$ cat config.mk
export PLATFORM = sky130hd
export DESIGN_NAME = spi_mnrch
export DESIGN_NICKNAME = d
export VERILOG_FILES = /design/src/rtl/spi_pkg.sv /design/src/rtl/spi_sclk_div.sv /design/src/rtl/spi_mnrch.sv
export SDC_FILE = /design/constraint.sdc
export NUM_CORES = 1
export LEC_CHECK = 0
export ABC_CLOCK_PERIOD_IN_PS = 1910
export BUFFER_PORTS_ARGS = -buffer_cell sky130_fd_sc_hd__buf_2
export CAP_MARGIN = 30
export CORE_AREA = 2 2 57 59
export DETAILED_ROUTE_END_ITERATION = 16
export DIE_AREA = 0 0 59 61
export PLACE_DENSITY = 0.79
export SYNTH_ARGS = -nofsm -noshare
export SYNTH_HDL_FRONTEND = slang
export SYNTH_SLANG_ARGS = --single-unit
$ cat constraint.sdc
create_clock -name clk -period 1.91 [get_ports clk]
set_clock_uncertainty 0.05 [all_clocks]
set_input_delay 0 -clock clk [delete_from_list [all_inputs] [get_ports clk]]
set_output_delay 0 -clock clk [all_outputs]
set_load 0.05 [all_outputs]
$ cat src/rtl/spi_pkg.sv
// Shared types and constants for the SPI monarch: FSM state encoding, word
// length, and the divider preset that keeps SCLK high through the front porch.
package spi_pkg;

  localparam int SPI_LEN = 16;

  typedef enum logic [1:0] {
    IDLE  = 2'd0,
    FRONT = 2'd1,
    SHIFT = 2'd2,
    BACK  = 2'd3
  } spi_state_t;

  // Divider preset: MSB set (SCLK high) with only four counts left before wrap.
  function automatic int spi_pre(input int div_w);
    return (1 << (div_w - 1)) + 3;
  endfunction

endpackage

$ cat src/rtl/spi_sclk_div.sv
// SCLK divider: owns the divider counter, derives SCLK from its MSB and decodes
// the sample (SCLK about to rise) and shift (SCLK about to fall) events.
module spi_sclk_div
  import spi_pkg::*;
#(
  parameter int DIV_W = 4
) (
  input  logic clk,
  input  logic rst,
  input  logic i_run,
  input  logic i_load,
  output logic o_sclk,
  output logic o_smpl,
  output logic o_shft
);

  localparam logic [DIV_W-1:0] L_PRE  = DIV_W'(spi_pre(DIV_W));
  localparam logic [DIV_W-1:0] L_SMPL = DIV_W'((1 << (DIV_W - 1)) - 1);

  logic [DIV_W-1:0] r_div;

  // Loading the preset on the final shift keeps SCLK from falling at the end.
  always_ff @(posedge clk or posedge rst) begin
    if (rst) begin
      r_div <= L_PRE;
    end else if (i_load || !i_run) begin
      r_div <= L_PRE;
    end else begin
      r_div <= r_div + DIV_W'(1);
    end
  end

  assign o_sclk = r_div[DIV_W-1];
  assign o_smpl = (r_div == L_SMPL);
  assign o_shft = (r_div == '1);

endmodule

$ cat src/rtl/spi_mnrch.sv
// SPI monarch: one 16-bit mode-3 full-duplex transfer per accepted wrt strobe.
// Optional macro SPI_MISO_SYNC_EN adds a two-flop MISO synchronizer before sampling.
module spi_mnrch
  import spi_pkg::*;
#(
  parameter int DIV_W = 4
) (
  input  logic               clk,
  input  logic               rst,
  input  logic               wrt,
  input  logic [SPI_LEN-1:0] cmd,
  output logic               done,
  output logic [SPI_LEN-1:0] rd_data,
  output logic               SS_n,
  output logic               SCLK,
  output logic               MOSI,
  input  logic               MISO,
  output spi_state_t         o_dbg_state
);

  // Handshake: wrt is a one-cycle request honoured only in IDLE (even while done=1);
  // done then stays high, with rd_data valid, until the next honoured wrt.

  spi_state_t         r_state, w_nxt_state;
  logic [SPI_LEN-1:0] r_shft;
  logic [4:0]         r_bits;
  logic               r_done, r_ss_n, r_miso_smpl;
  logic               w_miso, w_smpl_evt, w_shft_evt, w_accept, w_finish, w_shift_en;

`ifdef SPI_MISO_SYNC_EN
  logic r_miso_s1, r_miso_s2;

  always_ff @(posedge clk or posedge rst) begin
    if (rst) begin
      r_miso_s1 <= 1'b0;
      r_miso_s2 <= 1'b0;
    end else begin
      r_miso_s1 <= MISO;
      r_miso_s2 <= r_miso_s1;
    end
  end

  assign w_miso = r_miso_s2;
`else
  assign w_miso = MISO;
`endif

  assign w_accept   = (r_state == IDLE) && wrt;
  assign w_finish   = (r_state == BACK) && w_shft_evt;
  // The shift event seen in FRONT is skipped: bit 15 is already on MOSI.
  assign w_shift_en = w_shft_evt && ((r_state == SHIFT) || (r_state == BACK));

  spi_sclk_div #(.DIV_W(DIV_W)) u_div (
    .clk    (clk),
    .rst    (rst),
    .i_run  (w_accept || (r_state != IDLE)),
    .i_load (w_finish),
    .o_sclk (SCLK),
    .o_smpl (w_smpl_evt),
    .o_shft (w_shft_evt)
  );

  always_ff @(posedge clk or posedge rst) begin
    if (rst) begin
      r_state <= IDLE;
    end else begin
      r_state <= w_nxt_state;
    end
  end

  always_comb begin
    w_nxt_state = r_state;
    case (r_state)
      IDLE:  if (wrt) w_nxt_state = FRONT;
      FRONT: if (w_shft_evt) w_nxt_state = SHIFT;
      SHIFT: if (w_smpl_evt && (r_bits == 5'(SPI_LEN - 1))) w_nxt_state = BACK;
      BACK:  if (w_shft_evt) w_nxt_state = IDLE;
      default: w_nxt_state = IDLE;
    endcase
  end

  always_ff @(posedge clk or posedge rst) begin
    if (rst) begin
      r_shft      <= '0;
      r_bits      <= '0;
      r_done      <= 1'b0;
      r_ss_n      <= 1'b1;
      r_miso_smpl <= 1'b0;
    end else begin
      if (w_accept) begin
        r_shft <= cmd;
        r_bits <= '0;
        r_done <= 1'b0;
        r_ss_n <= 1'b0;
      end else if (w_shift_en) begin
        r_shft <= {r_shft[SPI_LEN-2:0], r_miso_smpl};
        r_bits <= r_bits + 5'd1;
      end
      if (w_finish) begin
        r_ss_n <= 1'b1;
        r_done <= 1'b1;
      end
      if (w_smpl_evt && (r_state != IDLE)) begin
        r_miso_smpl <= w_miso;
      end
    end
  end

  assign done        = r_done;
  assign SS_n        = r_ss_n;
  assign rd_data     = r_shft;
  assign MOSI        = r_shft[SPI_LEN-1];
  assign o_dbg_state = r_state;

endmodule
* Yosys cells after proc, flatten, opt, wreduce, memory -nomap -nowiden
Index checks and enable logic that the tools add are counted.
** Word-level totals
- Register bits :: 30
- Output and inout bits :: 22
- Bits of input ports :: 20
- Word-level logic and storage cells :: 45
** Operators by class
- Muxes and demuxes :: 12
- Equality and inequality tests :: 10
- $add $sub $neg :: 2
- Reduce and logical (&&, ||, !) cells :: 14
** Operators with widths (number)
- two-way mux 16 bit :: 2
- two-way mux 5 bit :: 2
- two-way mux 2 bit :: 4
- one-hot mux 2 bit (4 select lines) :: 1
- != test 2 bit (second input constant) :: 3
- nonzero test 2 bit :: 3
- adder 5 x 1 -> 5 bit (second input constant) :: 1
- == test 5 x 4 -> 1 bit (second input constant) :: 1
- logical AND 1 bit :: 5
- adder 4 x 1 -> 4 bit (second input constant) :: 1
- == test 2 bit (second input constant) :: 2
- == test 4 x 3 -> 1 bit (second input constant) :: 1
- == test 4 bit (second input constant) :: 1
- two-way mux 4 bit :: 1
- AND reduction 4 bit :: 1
- logical OR 1 bit :: 3
- == test 2 x 1 -> 1 bit (second input constant) :: 1
- zero test 2 bit :: 1
- two-way mux 1 bit :: 2
- != test 2 x 1 -> 1 bit (second input constant) :: 1
- zero test 1 bit :: 1

* Longest topological paths before layout
Gate-level depths: netlist (run 1).
- Depth after elaboration :: 6
- Gate-level depth with buffers :: 6
- Depth with buffers taken out :: 6

* Hierarchy
From an unflattened synthesis (run 1), not the netlist that was laid out.
** Unflattened totals
- Cells, all modules :: 138
- Area, all modules :: 1501.4 um^2
** Modules (own cells, without submodules)
- spi_mnrch :: area an instance 1310.0 um^2, instances 1, cells each 121, sequential area each 651.9 um^2
- spi_sclk_div :: area an instance 191.4 um^2, instances 1, cells each 17, sequential area each 103.8 um^2

* Least setup slack after synthesis (run 1)
No wires, ideal clock.
- Path type :: reg-to-reg
- Start :: register r_state[1], in the netlist o_dbg_state[1]
- End :: register r_state[1], in the netlist o_dbg_state[1]
- Data required time :: 1.732 ns
- Setup time :: 0.128 ns
- Cell stages (with the launch flop) :: 6
- Path buffers :: 0
- Path slack :: -0.131 ns
- Arrival time :: 1.864 ns
- Period minus slack after synthesis :: 2.041 ns
- Cell sequence :: dfrtp_1 > inv_1 > ha_1 > or2_1 > a221oi_2 > mux2_1
** On the way
- Word-level cells in the longest chain between the ends :: 3
- Elaborated cells on any way between the ends :: 10
- Classes of those cells :: eq/ne (7); mux (1); reduce/logical (2)
** RTL lines
- start, declared :: RTL line spi_mnrch.sv:24 : spi_state_t r_state, w_nxt_state;
- start signal, assigned :: RTL line spi_mnrch.sv:67 : r_state <= w_nxt_state;
- == test 2 bit (tied with other cells) :: RTL line spi_mnrch.sv:73 : case (r_state)
- != test 2 x 1 -> 1 bit (no line) / != test 2 bit (equally long branches)
- AND reduction 4 bit (no line)
Parallel ways exist; a longest one is shown, timed or not.
A chain may end at the register's enable or synchronous reset.

* Worst setup path after layout (run 1)
- Start :: register r_bits[0]
- End :: register r_state[1], in the netlist o_dbg_state[1]
** On the way
- Word-level cells in the longest chain between the ends :: 4
** RTL lines
- start, declared :: RTL line spi_mnrch.sv:26 : logic [4:0] r_bits;
- start signal, assigned :: RTL line spi_mnrch.sv:97 : r_bits <= r_bits + 5'd1;
- == test 5 x 4 -> 1 bit :: RTL line spi_mnrch.sv:76 : SHIFT: if (w_smpl_evt && (r_bits == 5'(SPI_LEN - 1))) w_nxt_state = BACK;
- logical AND 1 bit :: RTL line spi_mnrch.sv:76
- != test 2 x 1 -> 1 bit (no line)
- AND reduction 4 bit (no line)
Every way passes these cells.

==> impl_results.rst, run 1 <==
.. list-table::
   :header-rows: 1

   * - Metric
     - Value
   * - Worst stage delay on the critical path
     - between 0.3 and 0.4 ns
   * - Headroom to the max-slew limit
     - 69.1%
   * - Skew-Pair Late Insertion Delay
     - 0.32 ns
   * - Postcts setup bufs
     - 0
   * - Placeable core region
     - roughly 0.0030 mm^2
   * - Number of warning messages in the yosys log
     - 0
   * - Number of fill cells
     - around 240
   * - Initial Utilization
     - approximately half
   * - Final number of setup-violating endpoints
     - 0
   * - F_max
     - between 500 and 600 MHz
   * - Shortest period the worst path allows
     - between 1.5 and 2 ns
   * - Number of iterations in the first detailed-routing pass
     - 4
   * - Sum of negative setup slack
     - 0 ns
   * - Final antenna-violating net count
     - 0
   * - Worst slack on hold paths
     - between 0.15 and 0.2 ns
   * - Average detailed-routed wire length per instance
     - about 14 um
   * - Post-CTS clock slew at the launch and capture registers of the worst setup and hold paths
     - about 0.090 ns
   * - Worst slew pin tran
     - roughly 0.46 ns
   * - Routability-driven placement congestion ratio
     - roughly 0.86
   * - DP Cell Count
     - approximately 210
   * - #FFs+latches synth
     - 30
   * - Required time at the endpoint of the critical path
     - ~2.1 ns
   * - Nets
     - between 200 and 250
   * - Antenna Cells
     - 0
   * - Number of hold violations in the final report
     - 0
   * - Type of element capturing the critical path
     - flop
   * - Cell at the root of the clock tree
     - sky130_fd_sc_hd__clkbuf_4
   * - Final core occ
     - 67.7%
   * - TritonCTS clock tree
     - done
   * - Kind of critical path
     - flop to flop
   * - Number of pins with negative max-slew slack in the final report
     - 0
   * - Post-route DRC
     - 0
   * - Setup repair after global routing missed its margin
     - no
   * - Clock Sink Count
     - 30
   * - Most numerous cell on the critical path
     - sky130_fd_sc_hd__ha_1
   * - Number of max-capacitance violations reported
     - 0
   * - Count of vias placed by the detailed router
     - around 1200
   * - Sum of net half-perimeters after detailed placement
     - 2150 um
   * - Min-Delay Path Class
     - primary input to asynchronous set/reset pin
   * - Number of global-route vias before repair
     - between 1000 and 1500
   * - Max FO, Critical Path
     - 3
   * - Slowest library cell on the worst path
     - sky130_fd_sc_hd__dfrtp_1
   * - Part of the Yosys area used for sequential elements
     - about half
   * - Maximum level of the CTS H-tree
     - 2
   * - Outcome
     - finished clean
   * - Cell Area, Synth
     - 0.00148 mm^2
   * - Count of non-filler cells in the finished layout
     - about 240
   * - Detailed-route wire length
     - 3230 um
   * - Mean area per synthesized cell
     - 10.7 um^2
   * - Peak supply drop
     - ~0.00044 V
   * - Power density of the placed cells
     - around 550 mW/mm^2
   * - Element type at the critical path start
     - flop
   * - Initial antenna violation count
     - 0
   * - Area growth from synthesis to layout
     - 34.9%
   * - Proportion of layout cells with a drive suffix above 1
     - about 30%
   * - Net count after synthesis
     - 167
   * - Sum of overflow across all layers after global routing
     - 0
   * - Number of DRC markers in iteration 0
     - 19
   * - Number of input and output port buffers inserted
     - 41
   * - Total global-route track usage
     - around a fifth
   * - Detailed-route vias per instance
     - between 5 and 6
   * - Horizontal extent of the die
     - about 59 um
   * - Yosys cell types
     - 29
   * - Clock buffer count from CTS
     - 5
   * - Data arrival time at the worst-slack endpoint
     - just under 2 ns
   * - Static leakage power
     - 0.969 nW
   * - Buffering stage count on the worst path with inverters included
     - 0
   * - Worst-case clock buffer depth
     - 2
   * - Top Family by Delay on Critical Path
     - flip-flops
   * - First-pass GRT wire length
     - roughly 5500 um
   * - Die boundary height
     - 61 um
   * - Chain of cells forming the critical path
     - ha_1, and3_1, ha_1, nand4b_1, a221oi_2, mux2_1
   * - Cell count after synthesis
     - roughly 140
   * - Share of the clock period used by the worst path after layout
     - ~95%
   * - # rows
     - 20
   * - Pin count of the biggest net entering global routing
     - 35
   * - I/O pin cnt
     - between 40 and 50
   * - Die Footprint
     - approximately 0.0036 mm^2
[power breakdown]
part / internal (W) / switching (W)
clock network: 0.000178 / 0.000202
registers: 0.000638 / 0.00000217
logic: 0.0000440 / 0.0000337
[final timing paths]
| kind | endpoint | slack, ns | depth (start not counted) | start |
|---|---|---|---|---|
| worst min register to register | u_div.r_div[0]$_DFF_PP1_ | 0.42 | 1 | u_div.r_div[0]$_DFF_PP1_ |
| worst min-delay path | rd_data[11]$_DFFE_PP0P_ | 0.17 | 3 | rst |
| max in group asynchronous | r_bits[2]$_DFFE_PP0P_ | 1.03 | 4 | rst |
| worst max register to register | o_dbg_state[1]$_DFFE_PP0P_ | 0.10 | 6 | r_bits[0]$_DFFE_PP0P_ |
| worst max-delay path | o_dbg_state[1]$_DFFE_PP0P_ | 0.10 | 6 | r_bits[0]$_DFFE_PP0P_ |
| min in group clk | r_miso_smpl$_DFFE_PP0P_ | 0.39 | 3 | MISO |
[layout by cell type (no fill, tap or decap), drive strengths merged, types with 3 or more instances in the layout]
master and count:
dfstp 4, nand3 3, clkbuf 7, mux2i 17
or3 3, ha 8, nor2 21, a21oi 20
dlygate4sd3 19, inv 5, dfrtp 26, buf 46
nand2 5
[kinds of logic after synthesis]
kind of cell / count (synthesis) / share of synthesized area [%]
XOR/XNOR: 3 / 1.77
buffers and inverters: 12 / 3.88
multiplexers: 19 / 13.0
AND/OR/NAND/NOR: 40 / 12.5
adder cells (fa/ha/maj): 8 / 6.76
AO/OA/AOI/OAI: 27 / 11.1
flip-flops: 30 / 51.0
[worst min-delay path, cell delays in order]
cell,delay (ns)
sky130_fd_sc_hd__dlygate4sd3_1,0.53
sky130_fd_sc_hd__buf_2,0.12
sky130_fd_sc_hd__inv_1,0.34
[metrics by stage]
| step | instance area, um^2 | power (W) | worst slack (ns) |
|---|---|---|---|
| finish | 2000 | 0.00110 | 0.100 |
| CTS | 1990 | 0.00112 | 0.0807 |
| global placement | 1740 | 0.000699 | 0.183 |
| detailed placement | 1740 | 0.000700 | 0.0975 |
| global route | 2000 | 0.00115 | 0.0295 |
| floorplan | 1480 | 0.000673 | 0.0387 |
[flip-flops by register name (all words and copies together), names as in the netlist]
signal and cells:
r_miso_smpl 1, u_div.r_div 4, rd_data 16, o_dbg_state 2, SS_n 1, done 1
r_bits 5
[cell usage after synthesis, drive strengths merged]
cell type  number  share of area [%]
a21oi          20                6.8
inv             5                1.3
xor2            2                1.2
o21ai           2               0.68
clkbuf          3               0.76
and2            1               0.42
or2             2               0.85
xnor2           1               0.59
nand2           5                1.3
nor3            1               0.34
a221oi          1                1.0
nor2b           1               0.42
nand3           3                1.0
buf             4                1.9
or3             3                1.3
and3            1               0.42
mux2i          17                 11
dfrtp          26                 44
nor2           21                5.3
mux2            2                1.5
and4            1               0.59
a21o            2                1.0
ha              8                6.8
nand4b          1               0.59
o2111ai         1                1.0
dfstp           4                7.1
a2bb2oi         1               0.59
[final cells by class]
| type | instances | area [um^2] | share of cell area [%] |
|---|---|---|---|
| inverters | 5 | 18.8 | 0.939 |
| clock buffers | 7 | 55.1 | 2.76 |
| repair buffers | 65 | 449 | 22.5 |
| multi-input cells | 97 | 671 | 33.6 |
| well taps | 33 | 41.3 | 2.07 |
| clock inverters | 1 | 5.00 | 0.250 |
| flip-flops and latches | 30 | 758 | 37.9 |
[per-layer routing]
metal	up-vias	wire length [um]	track usage (%)
met5	-	0	0
met4	0	41	5.52
met3	8	191	6.61
met2	49	1640	37.6
met1	579	1360	22.6
li1	606	-	-
[what timing repair did]
item | in CTS | in global routing
hold buffers | 19 | 0
setup endpoints to repair | 0 | 2
hold endpoints to repair | 29 | 0
resized for setup | 0 | 2
Note: power is estimated with default switching activity, not from simulation.
==> run 2: changes to the inputs <==
- PLACE_DENSITY: 0.79 -> 0.87
==> run 2 against run 1 <==
Sequential cell count unchanged. Sequential share of layout area down 0.56 points. Clock power up 30%. Wire length up 11%. Clock-buffer cell count down 2. Via count up 1.5%. Power up 11%. Die area unchanged.
==> impl_results.rst, run 2 (same netlist as run 1, synthesis figures left out) <==
.. list-table::
   :header-rows: 1

   * - Metric
     - Value
   * - Detailed-route wire length
     - 3600 um (+11%)
   * - Min-Delay Path Class
     - primary input to asynchronous set/reset pin
   * - Sum of overflow across all layers after global routing
     - 0 (unchanged)
   * - Slowest library cell on the worst path
     - sky130_fd_sc_hd__dfstp_2
   * - I/O pin cnt
     - 42 (unchanged)
   * - Element type at the critical path start
     - flop
   * - Proportion of layout cells with a drive suffix above 1
     - 30.4% (+0.15 points)
   * - Clock Sink Count
     - 30 (unchanged)
   * - Kind of critical path
     - flop to flop
   * - # rows
     - 20 (unchanged)
   * - Routability-driven placement congestion ratio
     - 0.713 (-17%)
   * - Worst slack on hold paths
     - 0.114 ns (-0.0563 ns)
   * - Average detailed-routed wire length per instance
     - 15.2 um (+12%)
   * - Pin count of the biggest net entering global routing
     - 35 (unchanged)
   * - Number of global-route vias before repair
     - 1352 (+2.9%)
   * - Peak supply drop
     - 0.000486 V (+11%)
   * - Data arrival time at the worst-slack endpoint
     - 1.98 ns (+0.02 ns)
   * - Number of flip-flops in the largest register
     - 16 (unchanged)
   * - Power density of the placed cells
     - 599 mW/mm^2 (+9.0%)
   * - Maximum level of the CTS H-tree
     - 2 (unchanged)
   * - Placeable core region
     - 0.00295 mm^2 (unchanged)
   * - Die boundary height
     - 61 um (unchanged)
   * - Initial antenna violation count
     - 0 (unchanged)
   * - Total global-route track usage
     - 22.3% (+1.9 points)
   * - Detailed-route vias per instance
     - 5.32 (+2.0%)
   * - Post-route DRC
     - 0 (unchanged)
   * - Switching power total
     - 0.000261 W (+9.9%)
   * - Required time at the endpoint of the critical path
     - 2.07 ns (about the same)
   * - Initial Utilization
     - 50.2% (unchanged)
   * - Top Family by Delay on Critical Path
     - flip-flops
   * - Portion of total power attributed to sequential cells
     - 52.8% (-5.5 points)
   * - Share of power burned in the clock network
     - 40.7% (+6.1 points)
   * - Outcome
     - finished clean
   * - Area growth from synthesis to layout
     - 36.9%
   * - Horizontal extent of the die
     - 59 um (unchanged)
   * - Nets
     - 231 (-0.43%)
   * - Sum of net half-perimeters after detailed placement
     - 2220 um (+3.5%)
   * - WL met3
     - 197 um (+3.1%)
   * - Worst stage delay on the critical path
     - 0.56 ns (+0.17 ns)
   * - Buffering stage count on the worst path with inverters included
     - 0 (unchanged)
   * - First-pass GRT wire length
     - 5930 um (+8.6%)
   * - Cell at the root of the clock tree
     - sky130_fd_sc_hd__clkbuf_4
   * - Setup repair after global routing missed its margin
     - no
   * - Postcts setup bufs
     - 0 (unchanged)
   * - Most used cells in the layout excluding fill and tap cells
     - 41 x sky130_fd_sc_hd__buf_2, 24 x sky130_fd_sc_hd__dfrtp_1, 21 x sky130_fd_sc_hd__nor2_1, 20 x sky130_fd_sc_hd__a21oi_1, 19 x sky130_fd_sc_hd__dlygate4sd3_1
   * - Max FO, Critical Path
     - 6 (+3)
   * - Static leakage power
     - 0.980 nW (+1.1%)
   * - Share of power burned in combinational logic
     - 6.6% (-0.5 points)
   * - Internal cell power
     - 0.000953 W (+11%)
   * - Sum of negative setup slack
     - 0 ns (unchanged)
   * - Number of fill cells
     - 196 (-17%)
   * - Met2 wirelength from detailed routing
     - 1930 um (+18%)
   * - Number of max-capacitance violations reported
     - 0 (unchanged)
   * - Final antenna-violating net count
     - 0 (unchanged)
   * - Highest routing layer actually used
     - met4
   * - Overall power consumption
     - 0.00121 W (+11%)
   * - Post-CTS clock slew at the launch and capture registers of the worst setup and hold paths
     - 0.10 ns (about the same)
   * - Number of input and output port buffers inserted
     - 41 (unchanged)
   * - Shortest period the worst path allows
     - 1.82 ns (+0.00880 ns)
   * - Die Footprint
     - 0.00360 mm^2 (unchanged)
   * - Type of element capturing the critical path
     - flop
   * - Number of iterations in the first detailed-routing pass
     - 4 (unchanged)
   * - Skew-Pair Late Insertion Delay
     - 0.33 ns (about the same)
   * - Chain of cells forming the critical path
     - ha_2, nand3_1, a221oi_2, mux2_1
   * - M1 WL
     - 1410 um (+3.5%)
   * - Worst-case clock buffer depth
     - 2 (unchanged)
   * - F_max
     - 550 MHz (-0.48%)
   * - Net switching fraction of the power
     - 21.5% (-0.14 points)
   * - Headroom to the max-slew limit
     - 75.4% (+6.3 points)
   * - Antenna Cells
     - 0 (unchanged)
   * - Most common cell after layout, fill and taps aside
     - sky130_fd_sc_hd__buf_2
   * - Count of vias placed by the detailed router
     - 1261 (+1.5%)
   * - TritonCTS clock tree
     - done
   * - Final number of setup-violating endpoints
     - 0 (unchanged)
   * - Share of the clock period used by the worst path after layout
     - 95.2% (+0.46 points)
   * - Worst slew pin tran
     - 0.368 ns (-0.0943 ns)
   * - Clock buffer count from CTS
     - 5 (unchanged)
   * - Number of DRC markers in iteration 0
     - 27 (+8)
   * - Number of pins with negative max-slew slack in the final report
     - 0 (unchanged)
   * - Number of hold violations in the final report
     - 0 (unchanged)
## run 2: layout make-up
type                            instances  area, um^2  area share (%)
Timing Repair Buffer                   64         450            22.2
Sequential cell                        30         758            37.4
Multi-Input combinational cell         97         682            33.6
Tap cell                               33        41.3            2.04
Inverter                                5        18.8           0.925
Clock buffer                            5        37.5            1.85
Clock inverter                          3        40.0            1.97
## run 2: metal layers
layer / vias up / global-route usage, %
met2: 38 / 39.0
li1: 607 / -
met3: 8 / 7.46
met1: 608 / 25.1
met4: 0 / 9.42
met5: - / 0
## run 2: power by group through the flow
stage / Combinational [W] / Clock (W) / Sequential (W)
after floorplan: 0.0000126 / 0 / 0.000660
after global placement: 0.0000458 / 0 / 0.000653
after detailed placement: 0.0000474 / 0 / 0.000653
after CTS: 0.0000771 / 0.000501 / 0.000641
after global routing: 0.0000855 / 0.000526 / 0.000641
final: 0.0000796 / 0.000494 / 0.000641
## run 2: final timing paths
path	end	slack (ns)	start	depth (start not counted)
worst max register to register	o_dbg_state[1]$_DFFE_PP0P_	0.09	u_div.r_div[0]$_DFF_PP1_	4
max in group asynchronous	r_bits[0]$_DFFE_PP0P_	1.09	rst	4
worst max-delay path	o_dbg_state[1]$_DFFE_PP0P_	0.09	u_div.r_div[0]$_DFF_PP1_	4
min in group clk	r_miso_smpl$_DFFE_PP0P_	0.40	MISO	3
worst min-delay path	u_div.r_div[2]$_DFF_PP0_	0.11	rst	3
worst min register to register	u_div.r_div[0]$_DFF_PP1_	0.43	u_div.r_div[0]$_DFF_PP1_	1
## run 2: per-stage QoR
step / instance area, um^2 / utilization (%) / instances / setup WS [ns]
floorplan: 1480 / - / 139 / 0.0387
global placement: 1750 / 59.2 / 210 / 0.185
detailed placement: 1750 / 59.2 / 210 / 0.106
CTS: 2010 / 68.2 / 237 / 0.0883
global route: 2030 / 68.7 / 237 / 0.0366
finish: 2030 / 68.7 / 237 / 0.0912
## run 2: timing repair
| action | CTS | global route |
|---|---|---|
| gates resized for setup | 0 | 2 |
| hold buffers | 19 | 0 |
| endpoints found under the setup margin | 0 | 2 |
| hold endpoints to repair | 48 | 0 |
## run 2: tightest hold or removal path, delay by kind of cell
kind / cells / cell delay (ns)
buffers and inverters: 3 / 0.90
